[src/rtl/intdiv_otfconv_if.sv]
// Handshake bundle for the SD2 on-the-fly converter: digit input side and result output side.
// The neg field exists only when INTDIV_OTF_NEG_EN is defined.
interface intdiv_otfconv_if #(
  parameter int unsigned WIDTH = 8
);
  logic             start;
  logic             digit_valid;
  logic [1:0]       digit;
  logic             digit_ready;
  logic             res_valid;
  logic             res_ready;
  logic [WIDTH:0]   res;
  logic             busy;
`ifdef INTDIV_OTF_NEG_EN
  logic             neg;
`endif

  modport master (
    output start, digit_valid, digit, res_ready,
`ifdef INTDIV_OTF_NEG_EN
    output neg,
`endif
    input  digit_ready, res_valid, res, busy
  );

  modport slave (
    input  start, digit_valid, digit, res_ready,
`ifdef INTDIV_OTF_NEG_EN
    input  neg,
`endif
    output digit_ready, res_valid, res, busy
  );
endinterface

[src/rtl/intdiv_otfconv.sv]
// Digit-serial SD2 -> two's complement converter using the Q/QM register pair (no carry chain).
// Optional result negation is enabled by defining INTDIV_OTF_NEG_EN.
module intdiv_otfconv #(
  parameter int unsigned WIDTH = 8
) (
  input  logic             clk,
  input  logic             reset,
  intdiv_otfconv_if.slave  bus
);
  localparam int unsigned RW = WIDTH + 1;
  localparam int unsigned CW = $clog2(WIDTH + 1);
  localparam logic [CW-1:0] LAST = CW'(WIDTH - 1);

  typedef enum logic [1:0] {IDLE, CONV, DONE} state_t;

  state_t        state, state_n;
  logic [RW-1:0] q, q_n, qm, qm_n;
  logic [CW-1:0] cnt, cnt_n;
  logic          ready_reg, ready_n;
  logic          valid_reg, valid_n;
  logic          busy_reg, busy_n;
  logic          d_pos, d_neg;
`ifdef INTDIV_OTF_NEG_EN
  logic          neg_flag, neg_flag_n;
`endif

  // Digit decode; with negation active, +1 and -1 swap roles.
  always_comb begin
    d_pos = (bus.digit == 2'b01) || (bus.digit == 2'b10);
    d_neg = (bus.digit == 2'b11);
`ifdef INTDIV_OTF_NEG_EN
    if (neg_flag) begin
      d_pos = (bus.digit == 2'b11);
      d_neg = (bus.digit == 2'b01) || (bus.digit == 2'b10);
    end
`endif
  end

  always_ff @(posedge clk or posedge reset) begin
    if (reset) begin
      state     <= IDLE;
      q         <= '0;
      qm        <= '0;
      cnt       <= '0;
      ready_reg <= 1'b0;
      valid_reg <= 1'b0;
      busy_reg  <= 1'b0;
`ifdef INTDIV_OTF_NEG_EN
      neg_flag  <= 1'b0;
`endif
    end else begin
      state     <= state_n;
      q         <= q_n;
      qm        <= qm_n;
      cnt       <= cnt_n;
      ready_reg <= ready_n;
      valid_reg <= valid_n;
      busy_reg  <= busy_n;
`ifdef INTDIV_OTF_NEG_EN
      neg_flag  <= neg_flag_n;
`endif
    end
  end

  always_comb begin
    state_n = state;
    q_n     = q;
    qm_n    = qm;
    cnt_n   = cnt;
`ifdef INTDIV_OTF_NEG_EN
    neg_flag_n = neg_flag;
`endif
    case (state)
      IDLE: begin
        if (bus.start) begin
          q_n     = '0;
          qm_n    = '1;
          cnt_n   = '0;
          state_n = CONV;
`ifdef INTDIV_OTF_NEG_EN
          neg_flag_n = bus.neg;
`endif
        end
      end
      CONV: begin
        if (bus.digit_valid) begin
          // Select the shifted source so QM = Q - 1 is preserved without an adder.
          if (d_pos) begin
            q_n  = RW'({q, 1'b1});
            qm_n = RW'({q, 1'b0});
          end else if (d_neg) begin
            q_n  = RW'({qm, 1'b1});
            qm_n = RW'({qm, 1'b0});
          end else begin
            q_n  = RW'({q, 1'b0});
            qm_n = RW'({qm, 1'b1});
          end
          cnt_n = cnt + CW'(1);
          if (cnt == LAST) state_n = DONE;
        end
      end
      DONE: begin
        if (bus.res_ready) state_n = IDLE;
      end
      default: state_n = IDLE;
    endcase
    // Status flags are registered decodes of the next state.
    ready_n = (state_n == CONV);
    valid_n = (state_n == DONE);
    busy_n  = (state_n == CONV) || (state_n == DONE);
  end

  assign bus.digit_ready = ready_reg;
  assign bus.res_valid   = valid_reg;
  assign bus.busy        = busy_reg;
  assign bus.res         = q;
endmodule

[src/flat_wrapper.sv]
// flat-port wrapper written by rule: the top's interface ports become plain ports
module intdiv_otfconv_flat 
#(
  parameter int unsigned WIDTH = 8
)
  (clk, reset, bus_start, bus_digit_valid, bus_digit, bus_res_ready, bus_digit_ready, bus_res_valid, bus_res, bus_busy);
  intdiv_otfconv_if #(.WIDTH(WIDTH)) bus_i ();
  input  logic clk;
  input  logic reset;
  input wire logic [$bits(bus_i.start)-1:0] bus_start;
  input wire logic [$bits(bus_i.digit_valid)-1:0] bus_digit_valid;
  input wire logic [$bits(bus_i.digit)-1:0] bus_digit;
  input wire logic [$bits(bus_i.res_ready)-1:0] bus_res_ready;
  output wire logic [$bits(bus_i.digit_ready)-1:0] bus_digit_ready;
  output wire logic [$bits(bus_i.res_valid)-1:0] bus_res_valid;
  output wire logic [$bits(bus_i.res)-1:0] bus_res;
  output wire logic [$bits(bus_i.busy)-1:0] bus_busy;
  assign bus_i.start = bus_start;
  assign bus_i.digit_valid = bus_digit_valid;
  assign bus_i.digit = bus_digit;
  assign bus_i.res_ready = bus_res_ready;
  assign bus_digit_ready = bus_i.digit_ready;
  assign bus_res_valid = bus_i.res_valid;
  assign bus_res = bus_i.res;
  assign bus_busy = bus_i.busy;
  intdiv_otfconv #(.WIDTH(WIDTH)) u_core (.clk(clk), .reset(reset), .bus(bus_i));
endmodule
[config.mk]
export PLATFORM = sky130hd
export DESIGN_NAME = intdiv_otfconv_flat
export DESIGN_NICKNAME = d
export VERILOG_FILES = /design/src/rtl/intdiv_otfconv_if.sv /design/src/rtl/intdiv_otfconv.sv /design/src/flat_wrapper.sv
export SDC_FILE = /design/constraint.sdc
export NUM_CORES = 1
export LEC_CHECK = 0
export CAP_MARGIN = 20
export CORE_ASPECT_RATIO = 0.7
export CORE_MARGIN = 2
export CORE_UTILIZATION = 52
export CTS_CLUSTER_DIAMETER = 100
export DETAILED_ROUTE_END_ITERATION = 16
export HOLD_SLACK_MARGIN = 0.12
export PLACE_DENSITY = 0.75
export SLEW_MARGIN = 20
export SYNTH_ARGS = -nofsm -noshare
export SYNTH_HDL_FRONTEND = slang
export SYNTH_SLANG_ARGS = --single-unit
[constraint.sdc]
create_clock -name clk -period 2 [get_ports clk]
set_input_delay 0.4 -clock clk [delete_from_list [all_inputs] [get_ports clk]]
set_output_delay 0.4 -clock clk [all_outputs]
set_load 0.05 [all_outputs]
==> impl.org <==
** Run status
- The flow ran to the end, and the final reports show no timing, DRC or antenna violations.

** STA
- Setup total negative slack on the finished layout was measured at 0 ps.
- RSZ-0062 raised after global routing :: no
- The number of hold violations in the final report was 0.
- Once routing completed, OpenROAD measured the worst setup slack at 52.93 ps.
- Setup violations remaining at the end of the flow were counted as 0.
- Between clock sinks in the finished design, the worst skew comes to 18.86 ps.
- The tightest hold path in the finished design has a slack of 414.4 ps.
- The number of pins exceeding their max-slew limit in the final report is 0.
- Measured against its own limit, the worst slew margin works out to 0.6663.
- In the finished design, the share of the clock period the worst path needs comes to 0.9735.
- For this run, the top clock speed supported by timing is 0.5136 GHz.
- Min Tclk post-route :: 1947 ps
- At the pin with the least slew margin, the transition time is 499.7 ps.

** Global routing
- Global-route wire length before repair :: 4.222 mm
- Vias in the first global route :: 867
- For this run the aggregate overflow at the end of global routing stands at 0.
- Largest net degree at the start of global routing :: 27
- Initial antenna violation count :: 0
- Across every metal layer, demand over resource in global routing totals 0.1982.

** Power
- Summed over all cells, the static leakage comes to 0.7932 nW.
- Power density normalized to cell area :: 1451 mW/mm^2
- IR Drop Worst-Case VDD :: 836.8 uV

** CTS
- Clock-pin slew was measured on the worst setup and hold paths at 150 ps.
- Number of buffers created by CTS :: 3
- CTS HTree Levels :: 1
- Maximum count of clock buffers along a single path :: 2
- Root buffer selected by CTS :: clkbuf_4
- TritonCTS built the clock tree.
- The clock reaches the later pin of the worst-skew pair after 320 ps.
- Clock Sink Count :: 26
- # Post-CTS Setup Buffers :: 0

** Setup path
- Together, buffers and inverters on the worst path number 1.
- Slowest stage delay, CP :: 820 ps
- Broken down by cell family, the worst path's largest delay share belongs to buffers and inverters.
- In this run the number of cells on the critical path is 1.
- STA classifies the critical path endpoint as an output pin.
- The signal on the critical path passes through clkdlybuf4s50_1.
- Endpoint arrival time on the critical path :: 1550 ps
- Required time of the worst setup path :: 1600 ps
- CP endpoint :: bus_res[2]
- Startpoint of the worst-slack reg-to-reg timing path :: u_core.cnt[0]
- Register-to-register path setup slack :: 380 ps
- STA classifies the critical path startpoint as a flop.
- Worst setup startpoint :: u_core.bus.res[2]
- The critical path is of the reg -> out type.
- CP max stage cell :: clkdlybuf4s50_1
- Counting cells, the worst reg-to-reg path comes to 7.
- Largest fanout on the critical path :: 4
- End of the worst register-to-register path :: u_core.bus.busy

** Finish
- Fraction of layout cells with a size suffix above 1 :: 0.1496
- Area growth, synth to finish :: 21.93%
- The register with the most flip-flops in the layout has 9 of them.
- Post-layout utilization of the core :: 0.6974
- Antenna Diode Count :: 0
- Fin nets :: 142

** Synth
- Synth async-reset ratio :: 1.000
- Synthesis instantiated 29 different standard cells from the library.
- Cell type with the highest aggregate area in the netlist :: dfrtp_1
- Counting every net in the synthesized netlist gives 117.
- In this run, synthesis produced a sequential element count of 26.
- Cell count after synthesis :: 104
- Sorting the synthesized cells by area gives the leading types as dfrtp_1, mux2i_1, o2bb2ai_1.
- Of the synthesized area, sequential elements account for 0.5113.
- After synthesis, the mean cell area works out to 12.24 sq um.
- Synth top cells by count :: dfrtp_1, mux2i_1, o2bb2ai_1
- Number of warnings reported in the yosys synthesis log :: 0
- Number of synthesized flops with an enable pin :: 0
- In this run the cell area of the synthesized design comes to 0.001272 sq mm.
- Fraction of synthesized cell area taken by the top area cell type :: 0.5113
- Yosys instantiated no cell more often than dfrtp_1.
- Among all flip-flop cells after synthesis, the most frequent one is dfrtp_1.

** Floorplanning
- The core region is 0.002225 sq mm.
- For this configuration, the core starts out at a cell density of 0.5720.
- The die is 45.39 um tall.
- The floorplan step defined a die boundary enclosing 0.002865 sq mm.
- Measured along the x axis, the die boundary spans 63.13 um.
- Row generation in the floorplan step produced 14 rows.
- Number of top-level pins :: 19

** Detailed routing
- Summed over all layers, the routed wires come to 2.384 mm.
- In the routed design, unresolved DRC markers number 0.
- The final route contains 889 vias.
- DRT antenna net count :: 0
- 1st-iter DRT viols :: 47
- Before antenna repair, the detailed router went through 4 iterations.
- After detailed routing, the number of vias per cell comes to 5.591.
- Dividing the detail-routed wire length by the instance count gives 14.99 um.

** Placed design
- Final estimated routing congestion in global placement :: 0.7736
- Placement-stage worst setup slack :: -56.63 ps
- After legalization and detailed placement, the total HPWL measured 1.712 mm.
- Number of buffer cells added on primary ports :: 18

** Job
- Max-cap violation count :: 0

** Min path
- The min-delay analysis places its worst path in the category in -> async.
-- final cells by class --
class | instances | area [sq um]
Fill cell | 174 | 673.1
Sequential cell | 26 | 650.6
Multi-Input combinational cell | 68 | 571.8
Timing Repair Buffer | 26 | 251.5
Tap cell | 32 | 40.04
Clock buffer | 3 | 22.52
Inverter | 4 | 15.01
-- worst min path at each step --
stage / start / to / cells after the start
2_1_floorplan: reset / u_core.bus.busy / 1
3_3_place_gp: u_core.bus.res[8] / u_core.bus.res[8] / 1
3_5_place_dp: u_core.bus.res[8] / u_core.bus.res[8] / 1
4_1_cts: reset / u_core.bus.res[0] / 3
5_1_grt: reset / u_core.bus.res[0] / 3
6_report: reset / u_core.bus.res[0] / 3
-- timing repair --
item,4_1_cts,5_1_grt
hold buffers,0,0
resized for setup,1,5
pin swaps,0,0
setup endpoints to repair,1,5
-- report_power, final --
group	switching (mW)	internal (mW)
Clock	0.151	0.0705
Combinational	0.622	0.460
Sequential	0.201	0.746
-- metal layers --
metal | track usage | routed length [um] | vias to the layer above
met1 | 0.2931 | 1215 | 443
li1 | - | - | 426
met5 | 0 | 0 | -
met2 | 0.3043 | 1066 | 20
met4 | 0.02667 | 0 | 0
met3 | 0.05198 | 102 | 0
-- stage by stage --
stage / area, sq um / cells / power (mW)
final: 1551 / 159 / 2.251
after global routing: 1551 / 159 / 2.415
after CTS: 1539 / 159 / 2.267
after detailed placement: 1518 / 156 / 2.053
after global placement: 1518 / 156 / 2.023
after floorplan: 1272 / 104 / 1.725
-- kinds of logic after synthesis --
kind of cell | synth area share
flops | 0.5113
buf+inv | 0.03933
mux | 0.1809
simple gates | 0.07573
compound gates | 0.1337
fa+ha+maj | 0.05900
-- layout by cell type, fill, tap and decap left out, types with 2 or more instances in the layout --
cell	synthesis	layout
nor2_1	3	3
o2bb2ai_1	9	9
buf_4	0	8
mux2_2	5	5
dfrtp_1	26	26
a22o_1	2	2
a2bb2oi_1	4	4
o21ai_0	2	2
mux2i_1	16	16
clkbuf_4	0	3
inv_1	4	4
dlymetal6s2s_1	0	5
clkdlybuf4s50_1	0	12
nand2_1	6	6
ha_1	6	6
Note: power is estimated with default switching activity, not from simulation.
